[src/rtl/m72_irq_pkg.sv]
// m72_irq_pkg: shared types and constants for the m72 interrupt controller.
// Optional feature macro: IRQ_AUTO_EOI_EN (second INTA retires the in-service bit).
package m72_irq_pkg;

  localparam int unsigned NUM_LEVELS = 8;
  localparam int unsigned LEVEL_W    = 3;
  localparam int unsigned BASE_W     = 5;

  // Command byte bit positions (port A0=0)
  localparam int unsigned CMD_RDSEL = 3;
  localparam int unsigned CMD_INIT  = 4;
  localparam int unsigned CMD_EOI   = 5;

  localparam logic [NUM_LEVELS-1:0] IMR_RESET      = 8'hFF;
  localparam logic [LEVEL_W-1:0]    SPURIOUS_LEVEL = 3'd7;

  // Acknowledge sequencer: waiting for first INTA, or for the second one
  typedef enum logic {
    IDLE = 1'b0,
    ACK1 = 1'b1
  } ack_state_e;

  // One-hot mask for a priority level
  function automatic logic [NUM_LEVELS-1:0] level_bit(input logic [LEVEL_W-1:0] lvl);
    return 8'h01 << lvl;
  endfunction

endpackage

[src/rtl/m72_irq_ctrl_prio8.sv]
// irq_prio8: combinational fixed-priority encoder, bit 0 highest priority.
module irq_prio8
  import m72_irq_pkg::*;
(
  input  logic [NUM_LEVELS-1:0] req,
  output logic                  valid_c,
  output logic [LEVEL_W-1:0]    index_c
);

  // Scan from lowest priority upward so the lowest set index wins
  always_comb begin
    valid_c = 1'b0;
    index_c = '0;
    for (int i = NUM_LEVELS - 1; i >= 0; i--) begin
      if (req[i]) begin
        valid_c = 1'b1;
        index_c = LEVEL_W'(i);
      end
    end
  end

endmodule

[src/rtl/m72_irq_ctrl.sv]
// m72_irq_ctrl: 8-level edge-triggered interrupt controller (uPD71059 subset).
// Optional feature macro: IRQ_AUTO_EOI_EN -- when defined, the second INTA
// clears the acknowledged ISR bit; otherwise ISR clears only via EOI command.
module m72_irq_ctrl
  import m72_irq_pkg::*;
(
  input  logic                  CLK_32M,
  input  logic                  RESET,
  input  logic [NUM_LEVELS-1:0] IR,
  input  logic                  IO_WR,
  input  logic                  IO_RD,
  input  logic                  IO_A0,
  input  logic [7:0]            IO_DIN,
  output logic [7:0]            IO_DOUT,
  input  logic                  INTA,
  output logic                  INTR,
  output logic [7:0]            INT_VECTOR
);

  logic [NUM_LEVELS-1:0] irr, isr, imr, ir_prev;
  logic [NUM_LEVELS-1:0] irr_nxt, isr_nxt;
  logic [BASE_W-1:0]     base;
  logic                  expect_base;
  logic                  read_sel;
  ack_state_e            state, state_nxt;

  logic                  wr_cmd_c, wr_data_c, init_c, eoi_c;
  logic                  ack_first_c;
  logic [NUM_LEVELS-1:0] edge_c, higher_c, elig_c;
  logic                  isr_valid_c, elig_valid_c;
  logic [LEVEL_W-1:0]    isr_lvl_c, elig_lvl_c;

  assign wr_cmd_c    = IO_WR & ~IO_A0;
  assign wr_data_c   = IO_WR & IO_A0;
  assign init_c      = wr_cmd_c & IO_DIN[CMD_INIT];
  assign eoi_c       = wr_cmd_c & IO_DIN[CMD_EOI];
  assign ack_first_c = INTA & (state == IDLE);
  assign edge_c      = IR & ~ir_prev;

  // Highest level currently in service
  irq_prio8 u_isr_prio (
    .req     (isr),
    .valid_c (isr_valid_c),
    .index_c (isr_lvl_c)
  );

  // Only levels strictly above the in-service level may interrupt
  assign higher_c = isr_valid_c ? (level_bit(isr_lvl_c) - 8'h01) : IMR_RESET;
  assign elig_c   = irr & ~imr & higher_c;

  // Highest eligible pending request
  irq_prio8 u_elig_prio (
    .req     (elig_c),
    .valid_c (elig_valid_c),
    .index_c (elig_lvl_c)
  );

`ifdef IRQ_AUTO_EOI_EN
  logic               ack_real;
  logic [LEVEL_W-1:0] ack_level;
  logic               ack_second_c;
  assign ack_second_c = INTA & (state == ACK1);

  // Remember which level the first INTA granted so the second can retire it
  always_ff @(posedge CLK_32M or posedge RESET) begin
    if (RESET) begin
      ack_real  <= 1'b0;
      ack_level <= '0;
    end else if (ack_first_c) begin
      ack_real  <= elig_valid_c;
      ack_level <= elig_lvl_c;
    end
  end
`endif

  // Acknowledge sequencer next state
  always_comb begin
    state_nxt = state;
    case (state)
      IDLE:    if (INTA) state_nxt = ACK1;
      ACK1:    if (INTA) state_nxt = IDLE;
      default: state_nxt = IDLE;
    endcase
  end

  // Acknowledge sequencer state register
  always_ff @(posedge CLK_32M or posedge RESET) begin
    if (RESET) state <= IDLE;
    else       state <= state_nxt;
  end

  // IRR/ISR update: ack clear then new edge (edge wins); EOI before ack set; init overrides all
  always_comb begin
    irr_nxt = irr;
    isr_nxt = isr;
    if (ack_first_c && elig_valid_c) irr_nxt = irr_nxt & ~level_bit(elig_lvl_c);
    irr_nxt = irr_nxt | edge_c;
    if (eoi_c && isr_valid_c) isr_nxt = isr_nxt & ~level_bit(isr_lvl_c);
`ifdef IRQ_AUTO_EOI_EN
    if (ack_second_c && ack_real) isr_nxt = isr_nxt & ~level_bit(ack_level);
`endif
    if (ack_first_c && elig_valid_c) isr_nxt = isr_nxt | level_bit(elig_lvl_c);
    if (init_c) begin
      irr_nxt = '0;
      isr_nxt = '0;
    end
  end

  // Request/service registers and edge history
  always_ff @(posedge CLK_32M or posedge RESET) begin
    if (RESET) begin
      irr     <= '0;
      isr     <= '0;
      ir_prev <= IMR_RESET;
    end else begin
      irr     <= irr_nxt;
      isr     <= isr_nxt;
      ir_prev <= IR;
    end
  end

  // Programming registers: init sequence, vector base, mask, read select
  always_ff @(posedge CLK_32M or posedge RESET) begin
    if (RESET) begin
      imr         <= IMR_RESET;
      base        <= '0;
      expect_base <= 1'b0;
      read_sel    <= 1'b0;
    end else begin
      if (wr_cmd_c) read_sel <= IO_DIN[CMD_RDSEL];
      if (init_c) begin
        imr         <= IMR_RESET;
        expect_base <= 1'b1;
      end else if (wr_data_c) begin
        if (expect_base) begin
          base        <= IO_DIN[7:3];
          expect_base <= 1'b0;
        end else begin
          imr <= IO_DIN;
        end
      end
    end
  end

  // Registered CPU-facing outputs: request line, read data, vector
  always_ff @(posedge CLK_32M or posedge RESET) begin
    if (RESET) begin
      INTR       <= 1'b0;
      IO_DOUT    <= '0;
      INT_VECTOR <= '0;
    end else begin
      INTR <= |elig_c;
      if (IO_RD) IO_DOUT <= IO_A0 ? imr : (read_sel ? isr : irr);
      if (ack_first_c) INT_VECTOR <= {base, elig_valid_c ? elig_lvl_c : SPURIOUS_LEVEL};
    end
  end

endmodule

[config.mk]
export PLATFORM = sky130hd
export DESIGN_NAME = m72_irq_ctrl
export DESIGN_NICKNAME = d
export VERILOG_FILES = /design/src/rtl/m72_irq_pkg.sv /design/src/rtl/m72_irq_ctrl_prio8.sv /design/src/rtl/m72_irq_ctrl.sv
export SDC_FILE = /design/constraint.sdc
export NUM_CORES = 1
export LEC_CHECK = 0
export ABC_CLOCK_PERIOD_IN_PS = 6460
export CORE_ASPECT_RATIO = 0.8
export CORE_UTILIZATION = 50
export DETAILED_ROUTE_END_ITERATION = 10
export PLACE_DENSITY_LB_ADDON = 0.15
export SLEW_MARGIN = 25
export SYNTH_ARGS = -nofsm -noshare
export SYNTH_HDL_FRONTEND = slang
export SYNTH_SLANG_ARGS = --single-unit
[constraint.sdc]
create_clock -name CLK_32M -period 6.46 [get_ports CLK_32M]
set_input_delay 1.938 -clock CLK_32M [delete_from_list [all_inputs] [get_ports CLK_32M]]
set_output_delay 1.938 -clock CLK_32M [all_outputs]
set_load 0.03 [all_outputs]
==> run_summary.xml, run 1 <==
<?xml version="1.0" encoding="UTF-8"?>
<metrics>
  <group name="power_and_ir_drop">
    <metric name="power_switching_share" unit="">0.404</metric>
    <metric name="peakVddDrop" unit="mV">0.271</metric>
    <metric name="internal_power" unit="mW">0.968</metric>
    <metric name="switchingPower" unit="mW">0.656</metric>
    <metric name="p_leak" unit="nW">1.40</metric>
    <metric name="p_seq_frac" unit="">0.358</metric>
    <metric name="clock_power_share" unit="">0.196</metric>
    <metric name="p_per_area" unit="nW/um2">481</metric>
    <metric name="part_of_the_total_power_dissipated_in_combinational_logic" unit="">0.446</metric>
  </group>
  <group name="logic_synthesis">
    <metric name="synthesis.area" unit="um2">2780</metric>
    <metric name="synth_adder_area_share" unit="">0.00899</metric>
    <metric name="yosysWarningCount" unit="">0</metric>
    <metric name="syn_nets" unit="">292</metric>
    <metric name="synth_simple_gate_area_share" unit="">0.199</metric>
    <metric name="synth_top_family_by_area" unit="">simple AND/OR/NAND/NOR gates</metric>
    <metric name="synth.lib_cells_used.distinct" unit="">47</metric>
    <metric name="synth.ff_latch_count" unit="">57</metric>
    <metric name="syn_avg_cell_area" unit="um2">10.4</metric>
    <metric name="synth_compound_area_frac" unit="">0.130</metric>
    <metric name="synthesis.instances" unit="">268</metric>
    <metric name="synth_xor_xnor_area_share" unit="">0</metric>
    <metric name="synth-seq-area-share" unit="">0.520</metric>
    <metric name="synthMuxAreaShare" unit="">0.110</metric>
  </group>
  <group name="run_status">
    <metric name="run_status" unit="">complete, no violations</metric>
  </group>
  <group name="worst_setup_path">
    <metric name="register_to_register_setup_slack" unit="ns">3.16</metric>
    <metric name="r2r_cells" unit="">12</metric>
    <metric name="critical_path.endpoint" unit="">isr[5]</metric>
    <metric name="startpoint_to_endpoint_class_of_the_critical_path" unit="">input pin to flop</metric>
    <metric name="startpoint_type" unit="">input pin</metric>
    <metric name="critical_path.reg2reg.endpoint" unit="">irr[7]</metric>
    <metric name="r2r_path_start" unit="">isr[3]</metric>
    <metric name="required_time_reported_for_the_critical_path_endpoint" unit="ns">6.68</metric>
    <metric name="crit_path_start" unit="">IO_A0</metric>
    <metric name="timing.critical_path.arrival" unit="ns">4.17</metric>
    <metric name="endpoint_type_of_the_worst_setup_path" unit="">flop</metric>
    <metric name="timing.critical_path.fanout_max" unit="">20</metric>
  </group>
  <group name="global_route">
    <metric name="grt_util_met2" unit="">0.365</metric>
    <metric name="top_usage_layer" unit="">met2</metric>
    <metric name="grt_max_degree" unit="">58</metric>
    <metric name="grt.overflow.total" unit="">0</metric>
    <metric name="wire_length_of_the_first_global_routing_pass" unit="um">10600</metric>
    <metric name="gr-usage-met3" unit="">0.0583</metric>
    <metric name="vias_in_the_first_global_route" unit="">2093</metric>
    <metric name="met1_track_demand_over_resource_in_global_routing" unit="">0.339</metric>
    <metric name="global_route.usage.total" unit="">0.243</metric>
    <metric name="number_of_antenna_violations_at_the_first_check_in_global_routing" unit="">0</metric>
  </group>
  <group name="placed_design">
    <metric name="port_bufs" unit="">38</metric>
    <metric name="place_inst" unit="">356</metric>
    <metric name="placedInstanceArea" unit="um2">3190</metric>
    <metric name="detailed_place_hpwl" unit="um">4560</metric>
    <metric name="routabilityCongestion" unit="">0.919</metric>
  </group>
  <group name="clock_tree">
    <metric name="cts_resized" unit="">0</metric>
    <metric name="h_tree_level_count" unit="">3</metric>
    <metric name="cts_made_buffers" unit="">9</metric>
    <metric name="holdBufCountCts" unit="">0</metric>
    <metric name="cts.repair_timing.setup_buffer_count" unit="">0</metric>
    <metric name="latest_clock_arrival_within_the_worst_skew_pair" unit="ns">0.34</metric>
    <metric name="cts.root.buffer_cell" unit="">sky130_fd_sc_hd__clkbuf_8</metric>
    <metric name="cts_num_sinks" unit="">57</metric>
    <metric name="cts_tree" unit="">built</metric>
    <metric name="clk_pin_slew" unit="ns">0.07</metric>
    <metric name="ctsLongestPathBuffers" unit="">2</metric>
  </group>
  <group name="route">
    <metric name="post_drt_via_cell_ratio" unit="">5.87</metric>
    <metric name="total_via_count_in_the_routed_design" unit="">2182</metric>
    <metric name="detail_route.wl_per_cell" unit="um">17.1</metric>
    <metric name="drtIter0Drc" unit="">163</metric>
    <metric name="drc" unit="">0</metric>
    <metric name="drtPass1Iterations" unit="">5</metric>
    <metric name="route.final.wire_length" unit="um">6360</metric>
    <metric name="drt.antenna.violating_nets" unit="">0</metric>
  </group>
  <group name="sta">
    <metric name="finClkSkew" unit="ns">0.0114</metric>
    <metric name="slew_viol_final" unit="">0</metric>
    <metric name="slew_headroom" unit="">0.523</metric>
    <metric name="final_min_period_over_clock_period" unit="">0.612</metric>
    <metric name="rsz0062_at_grt" unit="">no</metric>
    <metric name="setup_total_negative_slack" unit="ns">0</metric>
    <metric name="setup_viol_count_final" unit="">0</metric>
    <metric name="tightestPinTransition" unit="ns">0.716</metric>
    <metric name="final_period_minus_worst_setup_slack" unit="ns">3.95</metric>
    <metric name="achievable_freq" unit="MHz">253</metric>
    <metric name="timing_hold_violations_final" unit="">0</metric>
  </group>
  <group name="floorplan">
    <metric name="die_h" unit="um">68.7</metric>
    <metric name="io_pins" unit="">39</metric>
    <metric name="floorplan.initialDensity" unit="">0.537</metric>
    <metric name="core_region_area" unit="um2">5180</metric>
    <metric name="floorplan.die.width" unit="um">85.4</metric>
    <metric name="dieArea" unit="um2">5870</metric>
    <metric name="std_cell_rows" unit="">23</metric>
  </group>
  <group name="min_path">
    <metric name="timing.hold.worst_path_depth" unit="">1</metric>
    <metric name="class_of_the_most_critical_hold_timing_path" unit="">flop to flop</metric>
  </group>
  <group name="flow_run">
    <metric name="cap_violations" unit="">0</metric>
  </group>
  <group name="layout">
    <metric name="layout_common_cells" unit="">sky130_fd_sc_hd__dfrtp_1, sky130_fd_sc_hd__clkdlybuf4s50_1, sky130_fd_sc_hd__nand2_1, sky130_fd_sc_hd__o21ai_0, sky130_fd_sc_hd__mux2_2</metric>
    <metric name="insertedDiodeCount" unit="">0</metric>
    <metric name="leading_cell_type_in_the_layout_fill_and_taps_excluded" unit="">sky130_fd_sc_hd__dfrtp_1</metric>
    <metric name="filler_cell_count" unit="">418</metric>
    <metric name="post_route_cells_drive_above_1_share" unit="">0.216</metric>
    <metric name="final_nets" unit="">329</metric>
    <metric name="finish.instance_area" unit="um2">3380</metric>
    <metric name="areaGrowthSynthToFinish" unit="%">21.3</metric>
    <metric name="layout.cells.non_filler" unit="">372</metric>
  </group>
</metrics>
[how the worst min path moves through the flow]
stage,startpoint,endpoint
6_report,base[4],INT_VECTOR[7]
5_1_grt,INT_VECTOR[7],INT_VECTOR[7]
4_1_cts,imr[7],imr[7]
3_5_place_dp,base[2],base[2]
3_3_place_gp,base[1],INT_VECTOR[4]
2_1_floorplan,imr[7],imr[7]
[Yosys cell counts, drive strengths merged]
| master | count | share of area |
|---|---|---|
| clkbuf | 8 | 0.011 |
| dfstp | 16 | 0.15 |
| nor3 | 2 | 0.0036 |
| a222oi | 1 | 0.0036 |
| o31ai | 4 | 0.011 |
| a21oi | 16 | 0.030 |
| nor4b | 1 | 0.0031 |
| a221o | 1 | 0.0036 |
| nand3b | 2 | 0.0054 |
| mux2i | 8 | 0.029 |
| nand4 | 3 | 0.0067 |
| a31o | 5 | 0.016 |
| a31oi | 2 | 0.0045 |
| o211ai | 1 | 0.0027 |
| a2111o | 1 | 0.0040 |
| nand2 | 36 | 0.049 |
| ha | 2 | 0.0090 |
| inv | 8 | 0.011 |
| and2 | 4 | 0.0090 |
| nor4 | 2 | 0.0099 |
| or4bb | 1 | 0.0040 |
| nand4b | 1 | 0.0031 |
| nor3b | 5 | 0.013 |
| buf | 5 | 0.011 |
| mux2 | 20 | 0.081 |
| o21ai | 21 | 0.038 |
| or2 | 3 | 0.0067 |
| or4 | 2 | 0.0081 |
| a311oi | 1 | 0.0054 |
| and3 | 1 | 0.0022 |
| o21bai | 1 | 0.0027 |
| nand2b | 6 | 0.016 |
| or3 | 1 | 0.0022 |
| dfrtp | 41 | 0.37 |
| a21boi | 1 | 0.0027 |
| nand3 | 14 | 0.025 |
| nor2b | 5 | 0.011 |
| nor2 | 14 | 0.020 |
| o22a | 1 | 0.0031 |
| a32o | 1 | 0.0036 |
[per-layer routing]
metal,up-vias,wire (um)
met3,12,365
met1,1056,3110
met2,83,2770
met4,0,115
met5,-,0
li1,1031,-
[logic make-up (layout without fill, tap and decap cells)]
family,Yosys count,after routing
simple gates,103,103
compound gates,57,57
flops,57,57
mux,28,28
buf+inv,21,63
fa+ha+maj,2,2
[metrics by stage]
step | setup WS, ns | util | total power [mW] | hold slack [ns]
2_1_floorplan | 3.15 | - | 1.08 | 0.468
3_3_place_gp | 2.26 | 0.615 | 1.30 | 0.484
3_5_place_dp | 2.18 | 0.615 | 1.30 | 0.491
4_1_cts | 2.53 | 0.652 | 1.62 | 0.506
5_1_grt | 2.31 | 0.652 | 1.73 | 0.515
6_report | 2.51 | 0.652 | 1.62 | 0.504
[registers in the layout, indices dropped and copies added, names as in the netlist]
signal,cells
irr,8
IO_DOUT,8
read_sel,1
isr,8
state,1
imr,8
INTR,1
ir_prev,8
base,5
expect_base,1
INT_VECTOR,8
[area by class of cell]
type	count	area, um2	area share
clock inverters	6	60.1	0.0178
well taps	62	77.6	0.0230
multi-input cells	190	1250	0.369
inverters	8	30.0	0.00890
repair buffers	39	388	0.115
flip-flops and latches	57	1450	0.428
clock buffers	10	128	0.0378
[power groups by stage]
stage | sequential, mW | clock (mW) | combinational (mW)
2_1_floorplan | 0.617 | 0 | 0.467
3_3_place_gp | 0.583 | 0 | 0.722
3_5_place_dp | 0.583 | 0 | 0.716
4_1_cts | 0.578 | 0.323 | 0.718
5_1_grt | 0.595 | 0.338 | 0.799
6_report | 0.581 | 0.319 | 0.724
[worst max-delay path, cell delays in order]
cell and delay (ns):
sky130_fd_sc_hd__clkdlybuf4s50_1 0.71, sky130_fd_sc_hd__nor2b_1 0.42, sky130_fd_sc_hd__nand2_1 0.18, sky130_fd_sc_hd__or4bb_1 0.53, sky130_fd_sc_hd__o21ai_0 0.16, sky130_fd_sc_hd__o31ai_1 0.08, sky130_fd_sc_hd__and2_1 0.15
(Power assumes the default switching activity.)
==> run 2, diff against run 1 <==
- ABC_CLOCK_PERIOD_IN_PS: 6460 -> 4000
- clock period: 6.46 -> 4 ns (I/O delays scaled with it)
==> run 2 against run 1 <==
Effect of this change:
- register-to-register slack worse by 2.4 ns
- first-iteration DRC count up 40%
- utilization up 1.3 points
- critical path type is now flop to flop
- critical endpoint is now irr[4]
- largest cell class unchanged
==> run_summary.xml, run 2 (synthesis results as in run 1) <==
<?xml version="1.0" encoding="UTF-8"?>
<metrics>
  <group name="floorplan">
    <metric name="std_cell_rows" unit="">23</metric>
    <metric name="dieArea" unit="um2">5870</metric>
    <metric name="die_h" unit="um">68.7</metric>
    <metric name="floorplan.initialDensity" unit="">0.537</metric>
    <metric name="core_region_area" unit="um2">5180</metric>
    <metric name="floorplan.die.width" unit="um">85.4</metric>
    <metric name="io_pins" unit="">39</metric>
  </group>
  <group name="sta">
    <metric name="achievable_freq" unit="MHz">312</metric>
    <metric name="rsz0062_at_grt" unit="">no</metric>
    <metric name="setup_total_negative_slack" unit="ns">0</metric>
    <metric name="setup_viol_count_final" unit="">0</metric>
    <metric name="timing_hold_violations_final" unit="">0</metric>
    <metric name="fin_worst_hold_slack" unit="ns">0.502</metric>
    <metric name="final_min_period_over_clock_period" unit="">0.800</metric>
    <metric name="finClkSkew" unit="ns">0.00677</metric>
    <metric name="final_period_minus_worst_setup_slack" unit="ns">3.20</metric>
    <metric name="tightestPinTransition" unit="ns">0.575</metric>
    <metric name="slew_viol_final" unit="">0</metric>
    <metric name="slew_headroom" unit="">0.615</metric>
  </group>
  <group name="clock_tree">
    <metric name="h_tree_level_count" unit="">3</metric>
    <metric name="clk_pin_slew" unit="ns">0.07</metric>
    <metric name="cts_made_buffers" unit="">9</metric>
    <metric name="cts.repair_timing.setup_buffer_count" unit="">0</metric>
    <metric name="ctsLongestPathBuffers" unit="">2</metric>
    <metric name="cts_tree" unit="">built</metric>
    <metric name="cts_resized" unit="">0</metric>
    <metric name="latest_clock_arrival_within_the_worst_skew_pair" unit="ns">0.35</metric>
    <metric name="cts.root.buffer_cell" unit="">sky130_fd_sc_hd__clkbuf_8</metric>
    <metric name="cts_num_sinks" unit="">57</metric>
    <metric name="holdBufCountCts" unit="">0</metric>
  </group>
  <group name="power_and_ir_drop">
    <metric name="p_seq_frac" unit="">0.344</metric>
    <metric name="switchingPower" unit="mW">1.07</metric>
    <metric name="power_switching_share" unit="">0.393</metric>
    <metric name="report.power.total" unit="mW">2.72</metric>
    <metric name="p_per_area" unit="nW/um2">790</metric>
    <metric name="part_of_the_total_power_dissipated_in_combinational_logic" unit="">0.436</metric>
    <metric name="peakVddDrop" unit="mV">0.494</metric>
    <metric name="clock_power_share" unit="">0.220</metric>
    <metric name="internal_power" unit="mW">1.65</metric>
    <metric name="p_leak" unit="nW">1.44</metric>
  </group>
  <group name="route">
    <metric name="route.final.wire_length" unit="um">6600</metric>
    <metric name="total_via_count_in_the_routed_design" unit="">2198</metric>
    <metric name="detail_route.wl_per_cell" unit="um">17.6</metric>
    <metric name="drtPass1Iterations" unit="">5</metric>
    <metric name="drc" unit="">0</metric>
    <metric name="drt.antenna.violating_nets" unit="">0</metric>
    <metric name="post_drt_via_cell_ratio" unit="">5.86</metric>
    <metric name="drtIter0Drc" unit="">228</metric>
  </group>
  <group name="layout">
    <metric name="layout_common_cells" unit="">sky130_fd_sc_hd__dfrtp_1, sky130_fd_sc_hd__clkdlybuf4s50_1, sky130_fd_sc_hd__nand2_1, sky130_fd_sc_hd__o21ai_0, sky130_fd_sc_hd__mux2_2</metric>
    <metric name="post_route_cells_drive_above_1_share" unit="">0.224</metric>
    <metric name="insertedDiodeCount" unit="">0</metric>
    <metric name="leading_cell_type_in_the_layout_fill_and_taps_excluded" unit="">sky130_fd_sc_hd__dfrtp_1</metric>
    <metric name="areaGrowthSynthToFinish" unit="%">23.7</metric>
    <metric name="final_nets" unit="">332</metric>
  </group>
  <group name="worst_setup_path">
    <metric name="startpoint_to_endpoint_class_of_the_critical_path" unit="">flop to flop</metric>
    <metric name="required_time_reported_for_the_critical_path_endpoint" unit="ns">4.23</metric>
    <metric name="timing.critical_path.arrival" unit="ns">3.43</metric>
    <metric name="startpoint_type" unit="">flop</metric>
    <metric name="crit_path_start" unit="">isr[2]</metric>
    <metric name="endpoint_type_of_the_worst_setup_path" unit="">flop</metric>
    <metric name="timing.critical_path.fanout_max" unit="">12</metric>
    <metric name="r2r_path_start" unit="">isr[2]</metric>
  </group>
  <group name="global_route">
    <metric name="grt_max_degree" unit="">58</metric>
    <metric name="number_of_antenna_violations_at_the_first_check_in_global_routing" unit="">0</metric>
    <metric name="wire_length_of_the_first_global_routing_pass" unit="um">10900</metric>
    <metric name="vias_in_the_first_global_route" unit="">2184</metric>
    <metric name="grt.overflow.total" unit="">0</metric>
    <metric name="global_route.usage.total" unit="">0.254</metric>
  </group>
  <group name="placed_design">
    <metric name="detailed_place_hpwl" unit="um">4730</metric>
    <metric name="routabilityCongestion" unit="">0.961</metric>
    <metric name="port_bufs" unit="">38</metric>
  </group>
  <group name="min_path">
    <metric name="class_of_the_most_critical_hold_timing_path" unit="">flop to flop</metric>
    <metric name="worst_hold_startpoint" unit="">base[3]</metric>
  </group>
  <group name="flow_run">
    <metric name="cap_violations" unit="">0</metric>
  </group>
  <group name="run_status">
    <metric name="run_status" unit="">complete, no violations</metric>
  </group>
</metrics>
[run 2: changes by cell type in the layout (fill, tap and decap cells not counted)]
cell                         change
sky130_fd_sc_hd__clkinv_4        +1
sky130_fd_sc_hd__bufinv_16       +1
sky130_fd_sc_hd__clkinv_2        -1
sky130_fd_sc_hd__clkbuf_8        +1
sky130_fd_sc_hd__buf_12          +1
sky130_fd_sc_hd__clkinvlp_4      -2
sky130_fd_sc_hd__buf_4           +2
[run 2: area by class of cell]
| class | instances | area, um2 |
|---|---|---|
| Clock buffer | 11 | 141 |
| Clock inverter | 5 | 78.8 |
| Fill cell | 429 | 1740 |
| Inverter | 8 | 30.0 |
| Multi-Input combinational cell | 190 | 1250 |
| Sequential cell | 57 | 1450 |
| Tap cell | 62 | 77.6 |
| Timing Repair Buffer | 42 | 423 |
[run 2: worst paths after layout]
check | endpoint | slack (ns) | depth (start not counted)
setup / recovery | irr[4] | 0.80 | 12
hold / removal | INT_VECTOR[6] | 0.50 | 1
setup reg to reg | irr[4] | 0.80 | 12
hold reg to reg | INT_VECTOR[6] | 0.50 | 1
max in group asynchronous | ir_prev[5] | 2.47 | 3
min in group asynchronous | INT_VECTOR[7] | 1.21 | 3
[run 2: power by group through the flow]
| stage | logic (mW) | clock network (mW) | registers [mW] |
|---|---|---|---|
| after floorplan | 0.754 | 0 | 0.996 |
| after global placement | 1.17 | 0 | 0.935 |
| after detailed placement | 1.17 | 0 | 0.939 |
| after CTS | 1.18 | 0.616 | 0.932 |
| after global routing | 1.30 | 0.634 | 0.960 |
| final | 1.19 | 0.598 | 0.935 |
[run 2: metrics by stage]
step / util / instance area, um2 / instances / worst slack, ns
6_report: 0.665 / 3440 / 375 / 0.800
5_1_grt: 0.665 / 3440 / 375 / 0.548
4_1_cts: 0.665 / 3440 / 375 / 0.851
3_5_place_dp: 0.622 / 3220 / 359 / 0.692
3_3_place_gp: 0.622 / 3220 / 359 / 0.744
2_1_floorplan: - / 2780 / 268 / 1.11
[run 2: layer usage]
layer	GRT usage	wire, um	up-vias
met1	0.336	3000	1050
met3	0.0940	496	13
met4	0.102	130	0
met5	0	0	-
li1	-	-	1037
met2	0.382	2980	98
[run 2: worst max-delay path: stages, from the launching register on]
cell                       delay [ns]
sky130_fd_sc_hd__dfrtp_1         0.61
sky130_fd_sc_hd__nor2b_1         0.09
sky130_fd_sc_hd__o21bai_1        0.24
sky130_fd_sc_hd__and2_1          0.19
sky130_fd_sc_hd__inv_1           0.05
sky130_fd_sc_hd__a221o_1         0.27
sky130_fd_sc_hd__ha_1            0.24
sky130_fd_sc_hd__nor2_1          0.10
sky130_fd_sc_hd__o21ai_0         0.10
sky130_fd_sc_hd__a32o_1          0.31
sky130_fd_sc_hd__nand3b_1        0.22
sky130_fd_sc_hd__or3_1           0.41
sky130_fd_sc_hd__a31o_1          0.23
==> edit, RTL diff (config.mk and constraints of run 1) <==
Build with the macro `IRQ_AUTO_EOI_EN` defined.
--- a/src/rtl/m72_irq_ctrl.sv
+++ b/src/rtl/m72_irq_ctrl.sv
@@ -1,6 +1,8 @@
 // m72_irq_ctrl: 8-level edge-triggered interrupt controller (uPD71059 subset).
 // Optional feature macro: IRQ_AUTO_EOI_EN -- when defined, the second INTA
 // clears the acknowledged ISR bit; otherwise ISR clears only via EOI command.
+`define IRQ_AUTO_EOI_EN
+
 module m72_irq_ctrl
   import m72_irq_pkg::*;
 (
Behaviour: not the same (Yosys sat finds a counterexample within 10 cycles, from zero or initial values and one cycle with RESET high).
==> edit against run 1 <==
Cell count up 15%; wire length is 14% higher; via count increased by 14%; worst hold slack gained 0.0013 ns; worst setup slack worse by 0.18 ns; area after synthesis is 14% higher; power rose by 10%; die area increased by 14%; sequential cell count grew 4; non-clock buffer count unchanged; cell area up 12%; critical path type unchanged; largest power group unchanged.
==> edit: results (changes against run 1) <==
| Metric | Value |
|---|---|
| Outcome | completed |
| Leakage power | 1.51 nW (+7.8%) |
| Synth area leaders | dfrtp_1, dfstp_2, mux2_2 |
| Total track usage | 23.9% (-0.33 points) |
| Distinct cell type count of the synthesized netlist | 62 (+32%) |
| Post-synth top cells | dfrtp_1, a21oi_1, nand2_1 |
| First-pass DRT Iterations | 4 (-1) |
| Layout cells sized above 1 | 20.0% (-1.6 points) |
| First DRT Iteration DRCs | 157 (-3.7%) |
| Syn nets | 329 (+13%) |
| Register area share after synthesis | 48.8% (-3.2 points) |
| Top_reg_cell synth | dfrtp_1 |
| Mapped Cells | 304 (+13%) |
| R2r worst-path depth | 9 (-3) |
| Largest net degree at the start of global routing | 62 (+6.9%) |
| FF-to-FF Start | isr[2] |
| Vias in the first global route | 2381 (+14%) |
| Largest fanout on the critical path | 28 (+40%) |
| Routed len/inst | 17.0 um (-0.32%) |
| Ant diodes | 0 (unchanged) |
| Flop-to-flop setup slack | 3.31 ns (+0.15 ns) |
| Adder-cell share of the synthesized area | 1.18% (+0.29 points) |
| CP Capture Point | isr[6] |
| Internal power | 1.04 mW (+7.9%) |
| Final nets | 365 (+11%) |
| Capture point of the worst reg-to-reg path | ack_real |
| Final GP Congestion | 0.926 (+0.78%) |
| DP HPWL | 5260 um (+15%) |
| Avg Vias per Cell | 5.84 (-0.43%) |
| Mux share of post-synthesis cell area | 9.99% (-0.98 points) |
| Worst-Margin Slew | 0.861 ns (+0.145 ns) |
| Ys async rst share | 100% (unchanged) |
| Clk_lat worst skew | 0.35 ns |
| Complex-gate fraction of the synthesized area | 17.4% (+4.4 points) |
| Final Non-Filler Cells | 426 (+15%) |
| Final Skew | 0.0100 ns (-0.00134 ns) |
| Inst Count DP | 410 (+15%) |
| CP arrival | 4.37 ns (+0.20 ns) |
| First-pass GRT wire length | 12100 um (+14%) |
| Max VDD drop | 238 uV (-12%) |
-- edit: changes by cell type in the layout (fill, tap and decap cells not counted), moves of 3 or more --
| cell | run 1 | this run |
|---|---|---|
| nor2_1 | 13 | 23 |
| nor3b_1 | 5 | 1 |
| nor2b_1 | 5 | 8 |
| o21ai_0 | 21 | 17 |
| a31o_2 | 4 | 1 |
| a21oi_1 | 15 | 26 |
| or2_2 | 3 | 0 |
| dfrtp_1 | 41 | 45 |
| o22ai_1 | 0 | 9 |
| nand2_1 | 36 | 24 |
-- edit: layer usage --
metal	up-vias	share of wire [%]	track usage (%)	routed length (um)
li1	1179	-	-	-
met1	1233	50	34.5	3650
met2	67	43	35.4	3120
met3	9	5.7	6.77	417
met4	0	0.99	6.88	72
met5	-	0	0	0
-- edit: worst min path at each step --
stage,from,to,cells past startpoint
CTS,IO_DOUT[5],IO_DOUT[5],1
detailed placement,IO_DOUT[5],IO_DOUT[5],1
floorplan,ack_level[2],ack_level[2],1
global placement,base[0],base[0],1
global route,IO_DOUT[1],IO_DOUT[1],1
finish,base[3],base[3],1
-- edit: layout make-up --
type / count / area [um^2] / area share [%]
repair buffers: 39 / 388 / 10.3
clock inverters: 4 / 47.5 / 1.26
inverters: 10 / 37.5 / 0.993
well taps: 81 / 101 / 2.68
multi-input cells: 219 / 1510 / 40.1
clock buffers: 12 / 145 / 3.84
flip-flops and latches: 61 / 1550 / 40.9
-- edit: power groups by stage --
stage	Combinational (mW)	Sequential [mW]	Clock, mW
2_1_floorplan	0.540	0.665	0
3_3_place_gp	0.808	0.635	0
3_5_place_dp	0.808	0.640	0
4_1_cts	0.813	0.634	0.341
5_1_grt	0.893	0.650	0.356
6_report	0.815	0.636	0.336
-- edit: critical path, cell delays in order --
cell and delay, ns:
clkdlybuf4s50_1 0.86, nor2b_1 0.52, nand3_1 0.18, or3_1 0.38
nor2_1 0.18, a21oi_1 0.09, a31o_2 0.22
-- edit: per-stage QoR --
step,cell area [um^2],setup WS (ns),hold WS [ns]
finish,3780,2.33,0.506
global route,3780,2.13,0.524
CTS,3780,2.38,0.510
detailed placement,3590,2.02,0.495
global placement,3590,2.12,0.488
floorplan,3170,3.04,0.470
-- edit: cell families after synthesis --
group                    after synthesis
AO/OA/AOI/OAI                         83
adder cells (fa/ha/maj)                3
buffers and inverters                 24
flip-flops                            61
multiplexers                          29
AND/OR/NAND/NOR                      104
